[src/rtl/cnn_l2_result_reader.sv]
// cnn_l2_result_reader: reads L2 class scores after the engine goes idle,
// streams them over valid/ready and reports the signed argmax class.
module cnn_l2_result_reader #(
  parameter int NUM_CLASSES = 10,
  parameter int DATA_W      = 32,
  parameter int ADDR_W      = 4
) (
  input  logic              clk,
  input  logic              reset,
  input  logic              busy,
  output logic              oe_L2,
  output logic [ADDR_W-1:0] addr_L2,
  input  logic [DATA_W-1:0] r_data_L2,
  output logic              out_valid,
  input  logic              out_ready,
  output logic [DATA_W-1:0] out_data,
  output logic [ADDR_W-1:0] out_idx,
  output logic              out_last,
  output logic [ADDR_W-1:0] class_id,
  output logic [DATA_W-1:0] class_score,
  output logic              done
);

  localparam logic [ADDR_W-1:0] LAST = ADDR_W'(NUM_CLASSES - 1);

  typedef enum logic [2:0] {
    S_IDLE,
    S_ARMED,
    S_READ,
    S_CAP,
    S_SEND,
    S_FIN
  } state_t;

  state_t              state_q;
  logic [ADDR_W-1:0]   idx_q;
  logic                oe_q;
  logic [ADDR_W-1:0]   addr_q;
  logic                valid_q;
  logic [DATA_W-1:0]   data_q;
  logic [ADDR_W-1:0]   oidx_q;
  logic                last_q;
  logic [DATA_W-1:0]   max_q;
  logic [ADDR_W-1:0]   max_id_q;
  logic [ADDR_W-1:0]   cls_id_q;
  logic [DATA_W-1:0]   cls_score_q;
  logic                done_q;

  logic                take;
  logic [DATA_W-1:0]   max_d;
  logic [ADDR_W-1:0]   max_id_d;
  logic [ADDR_W-1:0]   idx_d;

  // Running-max candidate for the beat currently offered on the stream;
  // entry 0 always loads, later ones only when strictly greater (signed).
  always_comb begin
    take     = 1'b0;
    max_d    = max_q;
    max_id_d = max_id_q;
    idx_d    = idx_q + 1'b1;
    if (oidx_q == '0) begin
      take = 1'b1;
    end else if ($signed(data_q) > $signed(max_q)) begin
      take = 1'b1;
    end
    if (take) begin
      max_d    = data_q;
      max_id_d = oidx_q;
    end
  end

  // Run sequencer with all outputs registered.
  always_ff @(posedge clk or posedge reset) begin
    if (reset) begin
      state_q     <= S_IDLE;
      idx_q       <= '0;
      oe_q        <= 1'b0;
      addr_q      <= '0;
      valid_q     <= 1'b0;
      data_q      <= '0;
      oidx_q      <= '0;
      last_q      <= 1'b0;
      max_q       <= '0;
      max_id_q    <= '0;
      cls_id_q    <= '0;
      cls_score_q <= '0;
      done_q      <= 1'b0;
    end else begin
      unique case (state_q)
        S_IDLE: begin
          done_q <= 1'b0;
          if (busy) begin
            state_q <= S_ARMED;
          end
        end
        S_ARMED: begin
          if (!busy) begin
            state_q <= S_READ;
            idx_q   <= '0;
            oe_q    <= 1'b1;
            addr_q  <= '0;
          end
        end
        S_READ: begin
          oe_q    <= 1'b0;
          state_q <= S_CAP;
        end
        S_CAP: begin
          data_q  <= r_data_L2;
          oidx_q  <= idx_q;
          last_q  <= (idx_q == LAST);
          valid_q <= 1'b1;
          state_q <= S_SEND;
        end
        S_SEND: begin
          if (valid_q && out_ready) begin
            valid_q  <= 1'b0;
            last_q   <= 1'b0;
            max_q    <= max_d;
            max_id_q <= max_id_d;
            if (last_q) begin
              state_q     <= S_FIN;
              done_q      <= 1'b1;
              cls_id_q    <= max_id_d;
              cls_score_q <= max_d;
            end else begin
              idx_q   <= idx_d;
              oe_q    <= 1'b1;
              addr_q  <= idx_d;
              state_q <= S_READ;
            end
          end
        end
        S_FIN: begin
          done_q  <= 1'b0;
          state_q <= S_IDLE;
        end
        default: begin
          state_q <= S_IDLE;
          oe_q    <= 1'b0;
          valid_q <= 1'b0;
          done_q  <= 1'b0;
        end
      endcase
    end
  end

  assign oe_L2       = oe_q;
  assign addr_L2     = addr_q;
  assign out_valid   = valid_q;
  assign out_data    = data_q;
  assign out_idx     = oidx_q;
  assign out_last    = last_q;
  assign class_id    = cls_id_q;
  assign class_score = cls_score_q;
  assign done        = done_q;

endmodule

[config.mk]
export PLATFORM = sky130hd
export DESIGN_NAME = cnn_l2_result_reader
export DESIGN_NICKNAME = d
export VERILOG_FILES = /design/src/rtl/cnn_l2_result_reader.sv
export SDC_FILE = /design/constraint.sdc
export NUM_CORES = 1
export LEC_CHECK = 0
export BUFFER_PORTS_ARGS = -buffer_cell sky130_fd_sc_hd__buf_2
export CAP_MARGIN = 20
export CORE_MARGIN = 2
export CORE_UTILIZATION = 23
export CTS_CLUSTER_SIZE = 40
export DETAILED_ROUTE_END_ITERATION = 6
export PLACE_DENSITY = 0.37
export SLEW_MARGIN = 25
export SYNTH_ARGS = -nofsm -noshare
export SYNTH_HDL_FRONTEND = slang
export SYNTH_SLANG_ARGS = --single-unit
[constraint.sdc]
create_clock -name clk -period 8.5 [get_ports clk]
set_clock_uncertainty 0.15 [all_clocks]
set_input_delay 1.7 -clock clk [delete_from_list [all_inputs] [get_ports clk]]
set_output_delay 1.7 -clock clk [all_outputs]
set_load 0.02 [all_outputs]
==> flow_summary_export.csv, run 1 <==
group,metric,value,unit
status,outcome,"finished clean",
clocking,clkLatencyLatePin,420,ps
critical_path,arrival,3800,ps
routing,drtAntennaViolNets,0,
clocking,hold_buffers,0,
power_and_ir_drop,leakagePower,3.53,nW
clocking,cts_tree,"yes",
floorplan,start_util,0.235,
logic_synthesis,synthFlopType,"dfrtp_1",
sta,maxSlewViolCount,0,
logic_synthesis,yosysWarnings,0,
placed_design,post-place-ws,4390,ps
critical_path,cp_max_fo,36,
sta,worst_pin_slew,746,ps
floorplan,io_pins,116,
critical_path,start_kind,"register",
sta,setup_viol_count_final,0,
clocking,cts.sinks,119,
sta,fin_ws,4840,ps
clocking,path_clk_slew,60,ps
routing,drt_iter0_markers,261,
logic_synthesis,synth.avg_cell_area,10.8,um^2
finish,fin_nets,731,
critical_path,worstPathRequired,8650,ps
power_and_ir_drop,design_power_total,3.17,mW
placed_design,io_buffers,115,
sta,setup_tns,0,ps
finish,final_cells,1003,
sta,min_period_over_period,0.430,
logic_synthesis,ys_seq_elements,119,
routing,drt-vias-per-instance,4.59,
clocking,htreeDepth,4,
sta,fin_crit,3660,ps
floorplan,die_h,165,um
routing,drc_errors,0,
placed_design,dpl.hpwl,11000,um
clocking,cts_buffer_depth,2,
finish,utilization,0.296,
critical_path,crit_path_end_kind,"register",
placed_design,gp_congestion,0.740,
grt,track_usage,0.128,
placed_design,place_area,0.00687,mm^2
finish,syn_to_final_growth,26.1,%
sta,whs,330,ps
clocking,cts_setup_buffers,0,
floorplan,rows,58,
logic_synthesis,syn-cell-area,0.00593,mm^2
logic_synthesis,synth.distinct_cells,41,
finish,filler_cell_count,2671,
routing,wl,16600,um
finish,drive_above_1_share,0.331,
sta,rsz0062_at_grt,"no",
clocking,cts_root_buf,"clkbuf_16",
logic_synthesis,synth-edff-count,0,
routing,vias,4606,
critical_path,crit_slowest_cell,"buf_4",
finish,num_antenna_cells,0,
logic_synthesis,synth_nets,621,
grt,antenna_found_initial,0,
clocking,cts_repair_resize_count,0,
grt,grt_pass1_wl,26300,um
logic_synthesis,async_flop_share,1.00,
grt,grt_max_degree,77,
logic_synthesis,yosysSeqAreaShare,0.502,
sta,hold_violations,0,
routing,first_pass_iters,4,
min_path,hold_path_class,"register to register",
sta,max_clock_freq,0.273,GHz
floorplan,die-area,0.0271,mm^2
routing,wl_per_cell,16.6,um
grt,grt-ovfl-total,0,
sta,slew_headroom,0.503,
logic_synthesis,syn_inst,551,
critical_path,crit_path_cell_trace,"ha_1 > nand4_1 > nor4_1 > and4_1 > o31a_2 > o211ai_4 > a21oi_4 > buf_4 > mux2_2",
finish,finalInstanceArea,0.00748,mm^2
power_and_ir_drop,ir_worst_vdd,0.000184,V
grt,grt_pass1_vias,4773,
clocking,cts_buffers,17,
power_and_ir_drop,powerDensity,424,mW/mm^2
critical_path,critPathKind,"register to register",
floorplan,die_w,165,um
placed_design,dp.cells,971,
job,drv_cap,0,
critical_path,slowest_delay,540,ps
floorplan,core,0.0253,mm^2
-- layout by cell type (no fill, tap or decap), types with 2 or more instances in the layout --
cell type,n
nor2b_1,3
mux2_2,41
clkinvlp_4,4
buf_16,2
nand4_1,5
dfrtp_1,119
mux2_4,20
nand2_1,28
nor2_1,41
o21bai_1,2
a21oi_1,49
ha_1,34
inv_1,38
buf_2,115
mux2_1,8
clkinv_2,4
bufinv_16,2
o211ai_1,6
nor3_1,5
buf_4,5
clkbuf_8,2
a21o_1,3
nand3_1,12
a31oi_1,33
a221o_1,3
nor4_1,2
clkbuf_16,17
o21ai_0,44
and4_1,2
-- state kept, by name, summed over array words and instances, names as in the netlist --
signal and count:
max_id_q 4, max_q 32, class_score 32, done 1
out_last 1, out_valid 1, state_q 3, out_idx 4
addr_L2 4, out_data 32, oe_L2 1, class_id 4
-- layout make-up --
type,instances,area [um^2],area share
clock inverter,12,128,0.0171
clock buffer,19,453,0.0605
tap,330,413,0.0552
multi-input combinational,361,2680,0.358
inverter,39,149,0.0199
sequential,119,2980,0.398
timing repair buffer,123,679,0.0908
-- power breakdown --
group	switching (mW)	internal, mW	leakage (nW)	total (mW)
registers	0.247	0.786	1.55	1.03
logic	0.862	0.562	1.70	1.42
clock network	0.271	0.444	0.277	0.715
total	1.38	1.79	3.53	3.17
-- routing by layer --
layer,global-route usage,routed length [um],vias up,share of wire
met5,0,0,-,0
met2,0.216,8020,94,0.48
met4,0.0379,170,0,0.010
met1,0.162,7610,2309,0.46
met3,0.0326,822,12,0.049
li1,-,-,2191,-
-- synth_stat cells (3+ instances only) --
cell type,instances,share of area
a21oi_1,49,0.041
nand2_1,29,0.018
o211ai_1,6,0.0076
mux2_4,20,0.051
nor3_1,5,0.0042
mux2_2,41,0.078
clkbuf_1,23,0.015
inv_1,39,0.025
ha_1,34,0.072
a221o_1,3,0.0051
nand3_1,12,0.010
nand4_1,5,0.0053
buf_2,6,0.0051
o21ai_0,44,0.037
a21o_1,3,0.0038
nor2_1,42,0.027
dfrtp_1,119,0.50
nor4_1,3,0.0032
buf_6,3,0.0057
mux2_1,8,0.015
nor2b_1,3,0.0032
a31oi_1,33,0.035
-- critical path, delay by kind of cell (launching register included) --
family                   cells  cell delay, ps
adder cells (fa/ha/maj)      1             370
AO/OA/AOI/OAI                3             630
flip-flops                   1             440
AND/OR/NAND/NOR              3             960
multiplexers                 1             410
buffers and inverters        1             540
-- path summary, 6_finish.rpt --
path,start,endpoint,slack (ps),cells past startpoint
setup / recovery,out_data[31],max_q[21],4840,9
hold / removal,done,done,330,2
setup reg to reg,out_data[31],max_q[21],4840,9
hold reg to reg,done,done,330,2
max in group asynchronous,reset,out_data[24],5880,3
min in group asynchronous,reset,out_data[10],1190,2
-- logic make-up after synthesis --
| kind of cell | after synthesis | synth area share |
|---|---|---|
| AO/OA/AOI/OAI | 152 | 0.153 |
| flip-flops | 119 | 0.502 |
| AND/OR/NAND/NOR | 105 | 0.0786 |
| buffers and inverters | 71 | 0.0500 |
| multiplexers | 69 | 0.144 |
| adder cells (fa/ha/maj) | 34 | 0.0717 |
| XOR/XNOR | 1 | 0.00148 |
(Power assumes the default switching activity.)
==> run 2, diff against run 1 <==
Settings changed: ABC_AREA from default to 1.
Clock period 8.5 ns to 3.75 ns, I/O delays scaled along.
==> run 2 against run 1 <==
  * Utilization fell by 0.83 points
  * Clock power increased by 150%
  * Global-route usage increased by 1.0 points
  * Sequential share of layout area down 2.4 points
  * Sequential power increased by 120%
  * Synthesized cell count increased by 38%
  * Non-clock buffer count up 1
  * Critical path depth increased by 3
  * Maximum frequency is 26% higher
  * Highest routed layer unchanged
==> flow_summary_export.csv, run 2 <==
group,metric,value,unit
routing,vias,5155,
logic_synthesis,synth_top_area_share,0.465,
clocking,cts.sinks,119,
floorplan,start_util,0.232,
routing,first_pass_iters,6,
status,outcome,"finished clean",
logic_synthesis,ys_top_cells_by_area,"dfrtp_1, nand2_1, nand3_1",
clocking,cts_buffers,17,
sta,fin_ws,856,ps
min_path,hold_path_class,"primary input to async pin",
sta,rsz0062_at_grt,"no",
grt,grt_pass1_vias,5540,
critical_path,cp-startpoint,"out_data[31]",
floorplan,rows,61,
placed_design,post-place-ws,776,ps
finish,filler_cell_count,3066,
grt,grt-ovfl-total,0,
finish,fin_nets,941,
critical_path,cp_max_fo,34,
logic_synthesis,synth-edff-count,0,
sta,setup_tns,0,ps
routing,wl_per_cell,15.0,um
finish,num_antenna_cells,0,
sta,max_clock_freq,0.346,GHz
clocking,cts_repair_resize_count,0,
critical_path,crit_end,"class_score[31]",
grt,grt_pass1_wl,31000,um
clocking,cts_buffer_depth,2,
routing,drtAntennaViolNets,0,
logic_synthesis,ys_seq_elements,119,
sta,setup_viol_count_final,0,
routing,wl,18900,um
critical_path,crit_path_cell_trace,"ha_1 > a21oi_1 > o21a_2 > nand2_1 > a21oi_4 > nand2_1 > nand2_2 > nand3_4 > nand2_8 > nand2_1 > nand3_1 > nand2_1",
clocking,hold_buffers,0,
critical_path,crit_path_end_kind,"register",
routing,drt-vias-per-instance,4.08,
critical_path,arrival,3040,ps
finish,mostFrequentLayoutCell,"nand2_1",
finish,syn_to_final_growth,24.1,%
sta,whs,146,ps
clocking,path_clk_slew,60,ps
grt,grt_max_degree,67,
critical_path,reg2reg_depth,12,
floorplan,io_pins,116,
routing,drc_errors,0,
critical_path,critPathKind,"register to register",
critical_path,r2r_setup_slack,860,ps
clocking,cts_root_buf,"clkbuf_16",
critical_path,crit_top_cell,"nand2_1",
sta,min_period_over_period,0.772,
clocking,clkLatencyLatePin,420,ps
logic_synthesis,synthFlopType,"dfrtp_1",
sta,worst_pin_slew,799,ps
critical_path,start_kind,"register",
logic_synthesis,synth_common_cells,"nand2_1, dfrtp_1, nand3_1",
critical_path,worstPathRequired,3900,ps
power_and_ir_drop,powerDensity,1120,mW/mm^2
routing,drt_iter0_markers,285,
finish,drive_above_1_share,0.240,
finish,final_cell_mix,"nand2_1, dfrtp_1, buf_2",
logic_synthesis,syn_inst,760,
logic_synthesis,syn-cell-area,0.00641,mm^2
placed_design,io_buffers,115,
critical_path,slowest_delay,520,ps
clocking,htreeDepth,4,
grt,antenna_found_initial,0,
logic_synthesis,synth_nets,830,
logic_synthesis,synth.distinct_cells,35,
clocking,cts_tree,"yes",
logic_synthesis,yosysSeqAreaShare,0.465,
clocking,cts_setup_buffers,0,
floorplan,core,0.0276,mm^2
job,drv_cap,0,
critical_path,r2r_end,"class_score[31]",
placed_design,gp_congestion,0.757,
sta,maxSlewViolCount,0,
critical_path,crit_slowest_cell,"nand2_8",
sta,fin_crit,2890,ps
power_and_ir_drop,leakagePower,4.18,nW
critical_path,r2r_start,"out_data[31]",
logic_synthesis,netlist.top_cell.by_area,"dfrtp_1",
grt,track_usage,0.139,
power_and_ir_drop,ir_worst_vdd,0.000528,V
floorplan,die_w,171,um
floorplan,die_h,171,um
logic_synthesis,yosysWarnings,0,
placed_design,dpl.hpwl,12500,um
logic_synthesis,synth.most_common_cell,"nand2_1",
floorplan,die-area,0.0292,mm^2
logic_synthesis,async_flop_share,1.00,
logic_synthesis,synth.avg_cell_area,8.43,um^2
sta,slew_headroom,0.466,
sta,hold_violations,0,
## run 2: report_power, final
group          internal (mW)  total, mW  switching (mW)  leakage, nW
logic                   1.53       4.84            3.31         2.32
registers               1.86       2.28           0.420         1.55
clock network           1.18       1.78           0.599        0.310
total                   4.57       8.90            4.33         4.18
## run 2: how the worst min path moves through the flow
stage                      end  slack [ps]  cells after the start
5_1_grt        class_score[18]         150                      2
4_1_cts        class_score[18]         140                      2
2_1_floorplan        max_q[10]         300                      2
3_3_place_gp         max_q[13]         310                      2
6_report       class_score[18]         150                      2
3_5_place_dp    class_score[9]         310                      2
## run 2: worst max-delay path: cells and delay by family (launching register included)
kind	cells	cell delay, ps
simple gates	8	1330
compound gates	3	470
flops	1	410
fa+ha+maj	1	390
## run 2: through the flow
stage | total power, mW | std cells | util | cell area (um^2)
after global placement | 7.25 | 1230 | 0.265 | 7320
after floorplan | 6.00 | 760 | - | 6410
after CTS | 9.09 | 1262 | 0.288 | 7960
final | 8.90 | 1262 | 0.288 | 7960
after global routing | 9.79 | 1262 | 0.288 | 7960
after detailed placement | 7.26 | 1230 | 0.265 | 7320
## run 2: cell type report
class | instances | area [um^2] | share of cell area
multi-input combinational | 515 | 2860 | 0.359
timing repair buffer | 124 | 656 | 0.0824
tap | 378 | 473 | 0.0595
sequential | 119 | 2980 | 0.374
inverter | 94 | 357 | 0.0448
clock inverter | 8 | 143 | 0.0179
clock buffer | 24 | 492 | 0.0618
## run 2: logic make-up (layout without fill, tap and decap cells)
family	Yosys count	after routing	share of synthesized area
buf+inv	126	250	0.0929
fa+ha+maj	34	34	0.0664
simple gates	411	411	0.316
flops	119	119	0.465
compound gates	70	70	0.0597
## run 2: routing by layer
layer	vias up	wire (um)	GRT usage
li1	2641	-	-
met5	-	0	0
met2	76	8870	0.227
met1	2430	9250	0.187
met4	0	136	0.0317
met3	8	641	0.0310
